--- src/rtl/hazard_fwd_unit.sv ---
// hazard_fwd_unit: EX operand forwarding from MEM/WB plus load-use and
// data-memory-wait stall sequencing, with saturating stall counters.
module hazard_fwd_unit #(
   parameter int NUM_SRC   = 2,
   parameter int REG_AW    = 5,
   parameter int LU_CYCLES = 1,
   parameter int CNT_W     = 32
) (
   input  logic                      clk,
   input  logic                      rst,
   input  logic                      id_valid,
   input  logic [NUM_SRC*REG_AW-1:0] id_rs,
   input  logic [NUM_SRC-1:0]        id_rs_used,
   input  logic [NUM_SRC*REG_AW-1:0] ex_rs,
   input  logic [REG_AW-1:0]         ex_rd,
   input  logic                      ex_regwrite,
   input  logic                      ex_memread,
   input  logic [REG_AW-1:0]         mem_rd,
   input  logic                      mem_regwrite,
   input  logic                      mem_memread,
   input  logic                      mem_ready,
   input  logic [REG_AW-1:0]         wb_rd,
   input  logic                      wb_regwrite,
   input  logic                      cnt_clr,
   output logic [2*NUM_SRC-1:0]      fwd_sel,
   output logic                      stall_if,
   output logic                      stall_id,
   output logic                      bubble_ex,
   output logic                      freeze,
   output logic [CNT_W-1:0]          stall_cnt,
   output logic [CNT_W-1:0]          lu_cnt
);

   typedef enum logic [1:0] {
      RUN,
      LU,
      MWAIT
   } state_t;

   localparam logic [2:0]       LU_M1 = 3'(LU_CYCLES - 1);
   localparam logic [CNT_W-1:0] ONE   = CNT_W'(1);

   state_t     state, state_n;
   state_t     ret, ret_n;
   logic [2:0] rem, rem_n;
   logic       src_hit, hz, mw;
   logic       stl, fz, lu_hit;

   // MEM wins over WB; x0 is never forwarded
   always_comb begin
      fwd_sel = '0;
      for (int i = 0; i < NUM_SRC; i++) begin
         if (wb_regwrite && wb_rd != '0 &&
             wb_rd == ex_rs[i*REG_AW +: REG_AW])
            fwd_sel[2*i +: 2] = 2'b10;
         if (mem_regwrite && mem_rd != '0 &&
             mem_rd == ex_rs[i*REG_AW +: REG_AW])
            fwd_sel[2*i +: 2] = 2'b01;
      end
   end

   always_comb begin
      src_hit = 1'b0;
      for (int i = 0; i < NUM_SRC; i++)
         if (id_rs_used[i] && id_rs[i*REG_AW +: REG_AW] == ex_rd)
            src_hit = 1'b1;
   end

   assign hz = id_valid & ex_memread & ex_regwrite &
               (ex_rd != '0) & src_hit;
   assign mw = mem_memread & ~mem_ready;

   always_comb begin
      state_n = state;
      ret_n   = ret;
      rem_n   = rem;
      stl     = 1'b0;
      fz      = 1'b0;
      lu_hit  = 1'b0;
      unique case (state)
         RUN: begin
            if (mw) begin
               fz      = 1'b1;
               state_n = MWAIT;
               ret_n   = RUN;
            end else if (hz) begin
               stl    = 1'b1;
               lu_hit = 1'b1;
               if (LU_CYCLES > 1) begin
                  state_n = LU;
                  rem_n   = LU_M1;
               end
            end
         end
         LU: begin
            if (mw) begin
               fz      = 1'b1;
               state_n = MWAIT;
               ret_n   = LU;
            end else begin
               stl = 1'b1;
               if (rem <= 3'd1) begin
                  state_n = RUN;
                  rem_n   = '0;
               end else begin
                  rem_n = rem - 3'd1;
               end
            end
         end
         MWAIT: begin
            if (mem_ready) state_n = ret;
            else           fz      = 1'b1;
         end
         default: state_n = RUN;
      endcase
   end

   // reset forces the stall controls low without waiting for a clock
   assign stall_if  = rst & stl;
   assign stall_id  = rst & stl;
   assign bubble_ex = rst & stl;
   assign freeze    = rst & fz;

   always_ff @(posedge clk or negedge rst) begin
      if (!rst) begin
         state <= RUN;
         ret   <= RUN;
         rem   <= '0;
      end else begin
         state <= state_n;
         ret   <= ret_n;
         rem   <= rem_n;
      end
   end

   always_ff @(posedge clk or negedge rst) begin
      if (!rst) begin
         stall_cnt <= '0;
         lu_cnt    <= '0;
      end else if (cnt_clr) begin
         stall_cnt <= '0;
         lu_cnt    <= '0;
      end else begin
         if ((stl | fz) && stall_cnt != '1)
            stall_cnt <= stall_cnt + ONE;
         if (lu_hit && lu_cnt != '1)
            lu_cnt <= lu_cnt + ONE;
      end
   end

endmodule

--- config.mk ---
export PLATFORM = sky130hd
export DESIGN_NAME = hazard_fwd_unit
export DESIGN_NICKNAME = d
export VERILOG_FILES = /design/src/rtl/hazard_fwd_unit.sv
export SDC_FILE = /design/constraint.sdc
export NUM_CORES = 1
export LEC_CHECK = 0
export CORE_MARGIN = 2
export CORE_UTILIZATION = 49
export CTS_CLUSTER_SIZE = 20
export DETAILED_ROUTE_END_ITERATION = 6
export GPL_ROUTABILITY_DRIVEN = 0
export PLACE_DENSITY = 0.81
export SYNTH_ARGS = -nofsm -noshare
export SYNTH_HDL_FRONTEND = slang
export SYNTH_SLANG_ARGS = --single-unit
--- constraint.sdc ---
create_clock -name clk -period 4.35 [get_ports clk]
set_clock_uncertainty 0.2 [all_clocks]
set_input_delay 1.0875 -clock clk [delete_from_list [all_inputs] [get_ports clk]]
set_output_delay 1.0875 -clock clk [all_outputs]
set_load 0.1 [all_outputs]
==> impl_metrics.ini, run 1 <==
[yosys]
seq_area_frac_synth = 0.387
synth-async-reset-ratio = 1.00
yosysTopAreaCell = dfrtp_1
ys_ff_latch = 70
syn_inst = 506
synth-edff-count = 0
syn_area_per_cell_um2 = 8.95
synth_area_leaders = dfrtp_1, or4_1, o31ai_1
ys.flop_type = dfrtp_1
synthesis.nets = 556
yosys.area.top_type_share = 0.387
netlist_area_mm2 = 0.00453
ys.warnings.count = 0
synth.distinct_cells = 43

[routing]
top_layer_used = met4
ant_nets = 0
routedLengthMet1_um = 5190
routedWlPerCell_um = 16.5
drc_errors = 0
postRouteWirelength_um = 11900
routed_via_density = 6.05
wl_met2_um = 5880
vias = 4383
wl_met3_um = 659
dr.pass1.iters = 4
drt_iter0_drc = 204

[global_route]
grt.overflow.total = 0
grt_max_degree = 60
grtUsageTotal = 0.237
grt_pass1_vias = 4093
grt_pass1_wl_um = 19500
antenna_found_initial = 0

[layout]
area_delta_synth_final_pct = 35.3
drive_above_1_share = 0.111
layoutNonFillerInstCount = 724
fillCellCount = 783
fin_nets = 658
n_antenna_cell = 0

[floorplanning]
rows = 35
start_util = 0.497
die_w_um = 100
die_h_um = 100
io_pins = 119
core_mm2 = 0.00911
die_area_mm2 = 0.0100

[timing]
setup_viol = 0
period_share = 0.986
fin_crit_ps = 4290
final-hold-violation-count = 0
maxSlewViolCount = 0
slew_headroom = 0.210
setup_slack_ps = 60.7
tightest_slew_ps = 1180
clock.fmax_ghz = 0.233

[critical_path]
cp_max_fo = 3
start_kind = primary input
endpoint_kind = primary output
cp_common_cell = nor4_4
critPathTopFamily = simple AND/OR/NAND/NOR gates
cp.arrival_ps = 3000
path_buf_inv = 2
crit_required_ps = 3060
path_cells = clkdlybuf4s50_1 > or4_4 > o21ai_4 > nor4_4 > nor4_4 > buf_12
max_stage_delay_ps = 560
critPathSlowestCell = or4_4
criticalPathCategory = primary input to primary output

[clock_network]
cts_tree = built
clockRootBuffer = clkbuf_8
clkTransAtPathRegs_ps = 80
cts_made_buffers = 9
clk_latency_ps = 340
h-tree-depth = 3
cts.path.max_buffers = 2
cts_sinks = 70

[placement]
detailedPlace.worstSlack_ps = 59.8
port_buffers = 118
dp_cells = 708
post-dp-hpwl_um = 8360

[power]
p_leak_uw = 0.00223
irDropWorstVdd_mv = 0.203
powerDensity_mw_per_mm2 = 230

[outcome]
status = completed

[run]
drv_cap = 0

[min_path]
hold_path_class = flop to flop
[synth_stat cells, drive strengths merged (2+ instances only)]
library cell,count
o41ai,2
or3,10
or3b,2
nand2,32
and3,9
o21ai,14
nor4,12
nand3,26
xor2,14
dfrtp,70
nor3b,2
clkbuf,18
and2,6
a21oi,49
or4b,2
mux2,20
nand4,18
nand2b,2
nor2,31
xnor2,16
inv,11
o31ai,35
nor2b,17
and4,10
nor3,10
buf,17
or4,39
ha,3
nor4b,3
[cells in the final DEF (no fill, tap or decap), types with 10 or more instances in the layout]
cell,netlist,layout
nor3_1,10,10
or4_1,39,38
xnor2_1,16,16
clkdlybuf4s50_1,0,107
inv_1,11,11
clkbuf_8,0,10
a21oi_1,49,49
mux2_2,20,20
nand4_1,17,17
o31ai_1,35,35
nand3_1,26,26
or3_1,10,10
nor2b_1,17,17
nand2_1,31,31
dfrtp_1,70,70
xor2_1,14,14
nor2_1,31,31
o21ai_0,14,13
buf_12,0,10
[power by group]
part	leakage, uW	internal [uW]	switching [uW]
clock network	0.000110	337	238
logic	0.00114	77.2	101
registers	0.000977	652	2.21
total	0.00223	1070	341
[state kept, by name, indices dropped and copies added, names as in the netlist]
| name | flops |
|---|---|
| rem | 3 |
| ret | 1 |
| state | 2 |
| stall_cnt | 32 |
| lu_cnt | 32 |
[logic make-up (layout without fill, tap and decap cells)]
kind of cell             Yosys count  after routing  share of synthesized area
adder cells (fa/ha/maj)            3              3                    0.00829
flip-flops                        70             70                      0.387
XOR/XNOR                          30             30                     0.0580
multiplexers                      20             20                     0.0497
AO/OA/AOI/OAI                    103            103                      0.140
buffers and inverters             46            153                     0.0503
AND/OR/NAND/NOR                  234            234                      0.306
[layout make-up]
cell class              instances  area [um2]  area share
multi-input cells             390        2640       0.431
inverters                      11        41.3     0.00674
well taps                     111         139      0.0227
clock inverters                 4        70.1      0.0114
clock buffers                  12         145      0.0237
repair buffers                126        1340       0.219
flip-flops and latches         70        1750       0.286
[path summary, 6_finish.rpt]
check / startpoint / endpoint / slack [ps] / cells past startpoint
worst max register to register: lu_cnt[2]$_DFFE_PN0P_ / lu_cnt[17]$_DFFE_PN0P_ / 1310 / 6
worst max-delay path: mem_rd[2] / fwd_sel[3] / 60 / 6
worst min-delay path: rem[0]$_DFFE_PN0P_ / rem[0]$_DFFE_PN0P_ / 300 / 1
max in group asynchronous: rst / lu_cnt[21]$_DFFE_PN0P_ / 2460 / 2
min in group asynchronous: rst / rem[0]$_DFFE_PN0P_ / 420 / 1
worst min register to register: rem[0]$_DFFE_PN0P_ / rem[0]$_DFFE_PN0P_ / 300 / 1
[per-stage QoR]
step           TNS, ps   util  cell area [um2]  total power, uW  hold WS (ps)
2_1_floorplan        0      -             4640              755           258
3_3_place_gp         0  0.648             5910              841           286
3_5_place_dp         0  0.648             5910              846           296
4_1_cts              0  0.672             6120             1430           307
5_1_grt          -16.1  0.673             6130             1470           328
6_report             0  0.673             6130             1410           301
[per-layer routing]
layer  vias up  global-route usage
li1       2108                   -
met1      2120               0.310
met2       138               0.396
met3        17              0.0529
met4         0              0.0674
met5         -                   0
[what timing repair did]
action / CTS / global route
gates resized for setup: 0 / 2
hold buffers: 0 / 0
setup endpoints to repair: 0 / 1
setup buffers: 0 / 0
(Power assumes the default switching activity.)
==> run 2, diff against run 1 <==
--- a/config.mk
+++ b/config.mk
@@ -10,6 +10,7 @@
 export CTS_CLUSTER_SIZE = 20
 export DETAILED_ROUTE_END_ITERATION = 6
 export GPL_ROUTABILITY_DRIVEN = 0
+export GPL_TIMING_DRIVEN = 0
 export PLACE_DENSITY = 0.81
 export SYNTH_ARGS = -nofsm -noshare
 export SYNTH_HDL_FRONTEND = slang
==> impl_metrics.ini, run 2 (synthesis gave the netlist of run 1 again) <==
[floorplanning]
io_pins = 119
die_area_mm2 = 0.0100
start_util = 0.497
rows = 35
core_mm2 = 0.00911
die_w_um = 100
die_h_um = 100

[layout]
fin_nets = 689
drive_above_1_share = 0.131
area_delta_synth_final_pct = 37.8
mostFrequentLayoutCell = clkdlybuf4s50_1
n_antenna_cell = 0
final_util = 0.685
fillCellCount = 751
top_regs = lu_cnt: 32 flops, stall_cnt: 32 flops, rem: 3 flops
layout_common_cells = clkdlybuf4s50_1, dfrtp_1, a21oi_1, or4_1, o31ai_1

[critical_path]
reg2reg_slack_ps = 1690
cp.arrival_ps = 2970
worstRegToRegCells = 10
r2r_end = lu_cnt[31]$_DFFE_PN0P_
start_kind = primary input
crit_required_ps = 3060
cp_max_fo = 7
r2r-start = lu_cnt[2]$_DFFE_PN0P_
endpoint_kind = primary output
criticalPathCategory = primary input to primary output

[global_route]
busiest_layer = met2
grt_max_degree = 57
antenna_found_initial = 0
grtUsageTotal = 0.261
met2_usage = 0.432
grt_pass1_vias = 4439
use_met3 = 0.0494
grt.overflow.total = 0
use_met1 = 0.352
grt_pass1_wl_um = 21200

[power]
irDropWorstVdd_mv = 0.148
powerDensity_mw_per_mm2 = 212
p_leak_uw = 0.00234
power_uw = 1320

[timing]
rsz0062_at_grt = no
fin_crit_ps = 4260
tightest_slew_ps = 1000
setup_viol = 0
final-hold-violation-count = 0
slew_headroom = 0.328
setup_slack_ps = 92.1
clock.fmax_ghz = 0.235
period_share = 0.979
maxSlewViolCount = 0

[run]
drv_cap = 0

[clock_network]
clk_latency_ps = 360
cts_made_buffers = 9
clockRootBuffer = clkbuf_8
h-tree-depth = 3
cts_sinks = 70
holdBufCountCts = 0
clkTransAtPathRegs_ps = 70
cts.path.max_buffers = 2
cts_tree = built

[placement]
detailedPlace.worstSlack_ps = -1430
post-dp-hpwl_um = 9560
port_buffers = 117

[min_path]
hold_path_class = flop to flop
min_from = ret[0]$_DFFE_PN0P_
min_to = ret[0]$_DFFE_PN0P_
hold_depth = 1

[routing]
routed_via_density = 6.23
postRouteWirelength_um = 13400
vias = 4695
routedWlPerCell_um = 17.7
drc_errors = 0
dr.pass1.iters = 5
drt_iter0_drc = 352
ant_nets = 0

[outcome]
status = completed
## run 2: cell type report
| type | count | area (um2) | area share |
|---|---|---|---|
| Multi-Input combinational cell | 390 | 2670 | 0.427 |
| Sequential cell | 70 | 1750 | 0.281 |
| Timing Repair Buffer | 123 | 1250 | 0.200 |
| Buffer | 34 | 223 | 0.0357 |
| Clock buffer | 12 | 155 | 0.0249 |
| Tap cell | 111 | 139 | 0.0223 |
| Inverter | 11 | 41.3 | 0.00662 |
| Clock inverter | 3 | 20.0 | 0.00321 |
## run 2: through the flow
step / instance area, um2 / setup TNS, ps / instances / hold WS (ps)
6_report: 6240 / 0 / 754 / 308
5_1_grt: 6240 / 0 / 754 / 339
4_1_cts: 6220 / 0 / 753 / 312
3_5_place_dp: 5980 / -7060 / 735 / 296
3_3_place_gp: 5950 / -48680 / 734 / 283
2_1_floorplan: 4640 / 0 / 506 / 258
## run 2: critical path: stages
cell	delay (ps)
clkdlybuf4s50_1	470
xnor2_1	130
nand4_1	170
o22ai_4	240
nand2_4	120
buf_12	150
a21boi_4	190
buf_4	150
buf_12	90
buf_12	160
## run 2: routing by layer
metal | up-vias | share of wire
li1 | 2174 | -
met1 | 2258 | 0.41
met2 | 239 | 0.49
met3 | 24 | 0.080
met4 | 0 | 0.015
met5 | - | 0
## run 2: worst max-delay path by stage
stage / slack, ps / endpoint / start / cells past startpoint
6_report: 90 / stall_id / id_rs[6] / 10
5_1_grt: 0.4 / stall_id / id_rs[5] / 10
4_1_cts: 3 / stall_id / ex_rd[3] / 10
3_5_place_dp: -1430 / stall_if / ex_rd[0] / 10
3_3_place_gp: -2720 / stall_id / rst / 4
2_1_floorplan: 7 / fwd_sel[1] / mem_rd[1] / 4
## run 2: timing repair
action	CTS	global route
pin swaps	4	4
buffers inserted	4	1
setup endpoints to repair	8	6
cloned	0	0
resized for setup	55	8
## run 2: report_power, final
group	internal (uW)	switching [uW]
clock network	234	250
logic	75.1	107
registers	652	2.53
==> run 3, diff against run 2 <==
--- a/config.mk
+++ b/config.mk
@@ -9,9 +9,10 @@
 export CORE_UTILIZATION = 49
 export CTS_CLUSTER_SIZE = 20
 export DETAILED_ROUTE_END_ITERATION = 6
+export DONT_BUFFER_PORTS = 1
 export GPL_ROUTABILITY_DRIVEN = 0
 export GPL_TIMING_DRIVEN = 0
-export PLACE_DENSITY = 0.81
+export PLACE_DENSITY = 0.65
 export SYNTH_ARGS = -nofsm -noshare
 export SYNTH_HDL_FRONTEND = slang
 export SYNTH_SLANG_ARGS = --single-unit
==> impl_metrics.ini, run 3 (synthesis gave the netlist of run 1 again) <==
[clock_network]
clkTransAtPathRegs_ps = 80
cts_tree = built
cts.path.max_buffers = 2
cts_sinks = 70
cts_made_buffers = 9
clockRootBuffer = clkbuf_8
h-tree-depth = 3
clk_latency_ps = 350

[floorplanning]
io_pins = 119
core_mm2 = 0.00911
rows = 35
die_area_mm2 = 0.0100
die_h_um = 100
die_w_um = 100
start_util = 0.497

[routing]
ant_nets = 0
postRouteWirelength_um = 12200
routedWlPerCell_um = 19.1
routed_via_density = 6.37
drt_iter0_drc = 204
drc_errors = 0
dr.pass1.iters = 5
vias = 4067

[min_path]
hold_path_class = primary input to async pin

[global_route]
grt.overflow.total = 0
grtUsageTotal = 0.244
grt_pass1_vias = 3906
grt_pass1_wl_um = 19500
grt_max_degree = 73
antenna_found_initial = 0

[placement]
detailedPlace.worstSlack_ps = -332
post-dp-hpwl_um = 8710
dp_cells = 617
port_buffers = 0

[timing]
slew_headroom = 0.105
rsz0062_at_grt = yes
clock.fmax_ghz = 0.220
tightest_slew_ps = 1330
setup_viol = 2
setup_slack_ps = -187
final-hold-violation-count = 0
maxSlewViolCount = 0
fin_crit_ps = 4540
period_share = 1.04

[critical_path]
criticalPathCategory = primary input to primary output
cp.arrival_ps = 3250
crit_required_ps = 3060
cp_max_fo = 3
reg2reg_slack_ps = 990
endpoint_kind = primary output
start_kind = primary input

[layout]
fillCellCount = 845
area_delta_synth_final_pct = 11.4
final_util = 0.554
multi_input_area_mm2 = 0.00265
n_antenna_cell = 0
top_regs = lu_cnt: 32 flops, stall_cnt: 32 flops, rem: 3 flops
drive_above_1_share = 0.140
fin_nets = 572
layout_common_cells = dfrtp_1, a21oi_1, or4_1, o31ai_1
register_area_mm2 = 0.00175
mostFrequentLayoutCell = dfrtp_1
layoutNonFillerInstCount = 638

[power]
irDropWorstVdd_mv = 0.162
p_leak_uw = 0.00184
powerDensity_mw_per_mm2 = 246

[run]
drv_cap = 0

[outcome]
violations = setup timing
status = finished with violations
[run 3: cell types whose count changed in the layout (fill, tap and decap cells not counted), sizes merged]
cell           delta
clkinvlp          -1
clkdlybuf4s50    -99
clkinv            +2
dlygate4sd2       -4
clkdlybuf4s15     -2
dlymetal6s2s      -5
buf               -9
clkbuf            +2
[run 3: cell type report]
cell class | instances | area share
buffer | 34 | 0.0424
clock buffer | 12 | 0.0288
clock inverter | 4 | 0.00447
inverter | 11 | 0.00819
multi-input combinational | 390 | 0.526
sequential | 70 | 0.347
tap | 111 | 0.0275
timing repair buffer | 6 | 0.0154
[run 3: worst max-delay path: stages]
cell and delay (ps):
or4_4 520, o21ai_4 210, nor4_4 80, clkbuf_16 200, clkbuf_2 140, nor4_4 1000
[run 3: report_power, final]
part           internal [uW]  switching [uW]  leakage, uW
clock network            220             255    0.0000861
logic                   37.4            64.1     0.000777
registers                652            12.9     0.000977
total                    910             332      0.00184
[run 3: worst paths after layout]
| check | start | to | depth (start not counted) |
|---|---|---|---|
| max in group asynchronous | rst | stall_cnt[13]$_DFFE_PN0P_ | 0 |
| worst max-delay path | mem_rd[1] | fwd_sel[3] | 6 |
| worst min-delay path | rst | stall_cnt[27]$_DFFE_PN0P_ | 0 |
| worst max register to register | lu_cnt[27]$_DFFE_PN0P_ | lu_cnt[0]$_DFFE_PN0P_ | 8 |
| worst min register to register | rem[0]$_DFFE_PN0P_ | rem[0]$_DFFE_PN0P_ | 1 |
| min in group clk | rem[0]$_DFFE_PN0P_ | rem[0]$_DFFE_PN0P_ | 1 |
[run 3: what timing repair did]
action	4_1_cts	5_1_grt
gates resized for setup	2	3
hold endpoints to repair	0	0
hold buffers	0	0
cloned	0	0
pin swaps	1	2
buffers inserted	1	1
endpoints found under the setup margin	5	4
[run 3: per-stage QoR]
step | hold slack, ps | cell area (um2) | TNS, ps | total power [uW]
floorplan | 258 | 4640 | 0 | 755
detailed placement | 284 | 4780 | -817 | 774
CTS | 202 | 4960 | -2.10 | 1250
global placement | 283 | 4780 | -869 | 772
global route | 192 | 5040 | -438 | 1300
finish | 217 | 5040 | -349 | 1240
[run 3: per-layer routing]
| layer | global-route usage | share of wire |
|---|---|---|
| met5 | 0 | 0 |
| met2 | 0.386 | 0.49 |
| met4 | 0.0822 | 0.014 |
| met3 | 0.0613 | 0.065 |
| met1 | 0.328 | 0.43 |
==> variant (flow settings as in run 2) <==
Re-encode `state_t` (3 states) as one-hot, 3 bits wide.
--- a/src/rtl/hazard_fwd_unit.sv
+++ b/src/rtl/hazard_fwd_unit.sv
@@ -31,10 +31,10 @@
    output logic [CNT_W-1:0]          lu_cnt
 );
 
-   typedef enum logic [1:0] {
-      RUN,
-      LU,
-      MWAIT
+   typedef enum logic [2:0] {
+      RUN   = 3'b001,
+      LU    = 3'b010,
+      MWAIT = 3'b100
    } state_t;
 
    localparam logic [2:0]       LU_M1 = 3'(LU_CYCLES - 1);
Function: no difference found for any inputs over 4 cycles, from zero or initial values and one cycle with rst low; so few cycles prove little.
==> variant against run 2 <==
  * Hold slack better by 0.018 ns
  * Fmax rose by 0.12%
  * Total power rose by 7.8%
  * Worst setup slack better by 0.0049 ns
  * Cell area decreased by 4.4%
  * Sequential cell count grew 2
  * Wire length is 14% lower
  * Sequential share of layout area up 2.2 points
  * Via count decreased by 12%
  * Area after synthesis down 4.8%
  * Clock power grew 4.1%
  * Core utilization is 0.58 points higher
  * Critical path depth down 2
  * Synthesized cell count decreased by 5.1%
  * Critical endpoint unchanged
  * Largest cell class unchanged
==> variant: results (changes against run 2) <==
largest net degree at the start of global routing 74 (+30%); number of global-route vias before repair 4072 (-8.3%); HP Class input port to async pin; Compound-Gate Fraction of Synth Area 11.3% (-2.7 points); reg-to-reg setup timing slack 1.55 ns (-0.14 ns); Avg WL per Cell 16.0 um (-10%); synth unique cells 47 (+9.3%); synth top area cells dfrtp_1, xor2_1, nand3_1, a21oi_1, nor2_1; Ys Warns 0 (unchanged); adder-cell area share of the yosys netlist 0.871% (+0.042 points); post-route minimum period 4.25 ns (-0.00495 ns); Post-synth EDFFs 0 (unchanged); syn nets 530 (-4.7%); CTS Buffer Depth 2 (unchanged); gr usage total 24.3% (-1.8 points); Worst Tran Pin Value 1.01 ns (+0.00532 ns); clock tree root driver cell clkbuf_8; share of the synthesized netlist area taken by xor and xnor gates 11.6% (+5.8 points); mux contribution to synthesized area 1.51% (-3.5 points); largest registers lu_cnt: 32 flops, stall_cnt: 32 flops; HPWL after detailed placement 8440 um (-12%); total CTS buffers 9 (unchanged); Syn Area/Cell 8.98 um2 (+0.38%); Top Metal Used met4; run status complete, no violations; worst slack at placement -1.35 ns (+0.0794 ns); ys async rst share 100% (unchanged); register area share after synthesis 41.8% (+3.2 points); global-route wire length before repair 19300 um (-8.8%); DRT iter0 DRCs 236 (-33%); # diodes 0 (unchanged); met1 wire length 5200 um (-5.4%); htree depth 3 (unchanged); DR vias/cell 5.74 (-7.9%); Clock Pin Slew Worst Setup and Hold Paths 0.08 ns; Crit path arrival time 2.97 ns (about the same); WHS 0.327 ns (+0.0182 ns); initial antenna violation count 0 (unchanged); DR WL met2 5500 um (-17%); DRT Pass-1 Iters 4 (-1); share of layout cells above drive strength 1 9.90% (-3.2 points); metal3 WL 752 um (-30%); fill cell count 671 (-11%); Clk Latency, worst-skew pair 0.34 ns (-0.02 ns); leakage power 2.43 nW (+3.7%); PortBufs 118 (+0.85%); CP max FO 3 (-4); post-layout net count 661 (-4.1%); Post-synth top cells dfrtp_1, nor2_1, nand3_1, xor2_1, a21oi_1; Max VDD drop 0.169 mV (+14%)
variant: critical path, stage by stage:
cell	delay (ns)
clkdlybuf4s50_1	0.47
or4_1	0.52
o211ai_2	0.20
a21oi_4	0.07
buf_12	0.13
o21a_4	0.19
buf_4	0.14
buf_12	0.15
variant: repair_timing:
| action | 4_1_cts | 5_1_grt |
|---|---|---|
| pin swaps | 3 | 6 |
| setup endpoints to repair | 8 | 6 |
| resized for setup | 47 | 11 |
| buffers inserted | 2 | 0 |
variant: final cells by class:
| class | count | share of cell area (%) |
|---|---|---|
| Sequential cell | 72 | 30.2 |
| Clock buffer | 12 | 2.26 |
| Timing Repair Buffer | 121 | 21.0 |
| Inverter | 16 | 1.01 |
| Clock inverter | 4 | 0.755 |
| Buffer | 20 | 2.05 |
| Multi-Input combinational cell | 371 | 40.4 |
| Tap cell | 108 | 2.26 |
variant: worst paths after layout:
path | startpoint | endpoint | cells past startpoint
min in group clk | ret[0]$_DFFE_PN1P_ | ret[0]$_DFFE_PN1P_ | 2
hold reg to reg | ret[0]$_DFFE_PN1P_ | ret[0]$_DFFE_PN1P_ | 2
max in group asynchronous | rst | ret[0]$_DFFE_PN1P_ | 2
setup / recovery | ex_rd[2] | stall_id | 8
setup reg to reg | lu_cnt[1]$_DFFE_PN0P_ | lu_cnt[11]$_DFFE_PN0P_ | 10
hold / removal | rst | lu_cnt[7]$_DFFE_PN0P_ | 1
variant: report_power, final:
part           internal, W  leakage [nW]  total [W]  switching [W]
registers         0.000690         0.995   0.000707      0.0000167
clock network     0.000263        0.0941   0.000504       0.000241
logic            0.0000887          1.34   0.000213       0.000125
total              0.00104          2.43    0.00142       0.000383
variant: logic make-up after synthesis:
kind of cell             after synthesis
buffers and inverters                 37
XOR/XNOR                              57
adder cells (fa/ha/maj)                3
flip-flops                            72
multiplexers                           6
AND/OR/NAND/NOR                      221
AO/OA/AOI/OAI                         84
variant: per-layer routing:
metal | track usage [%] | vias up
met4 | 6.20 | 0
li1 | - | 1978
met1 | 32.9 | 2025
met3 | 6.08 | 10
met5 | 0 | -
met2 | 39.4 | 140
variant: through the flow:
stage                     power [W]  area [um2]  std cells
after detailed placement   0.000933        5730        707
after floorplan            0.000831        4390        480
after global routing        0.00149        5970        724
final                       0.00142        5970        724
after CTS                   0.00143        5940        724
after global placement     0.000923        5700        706
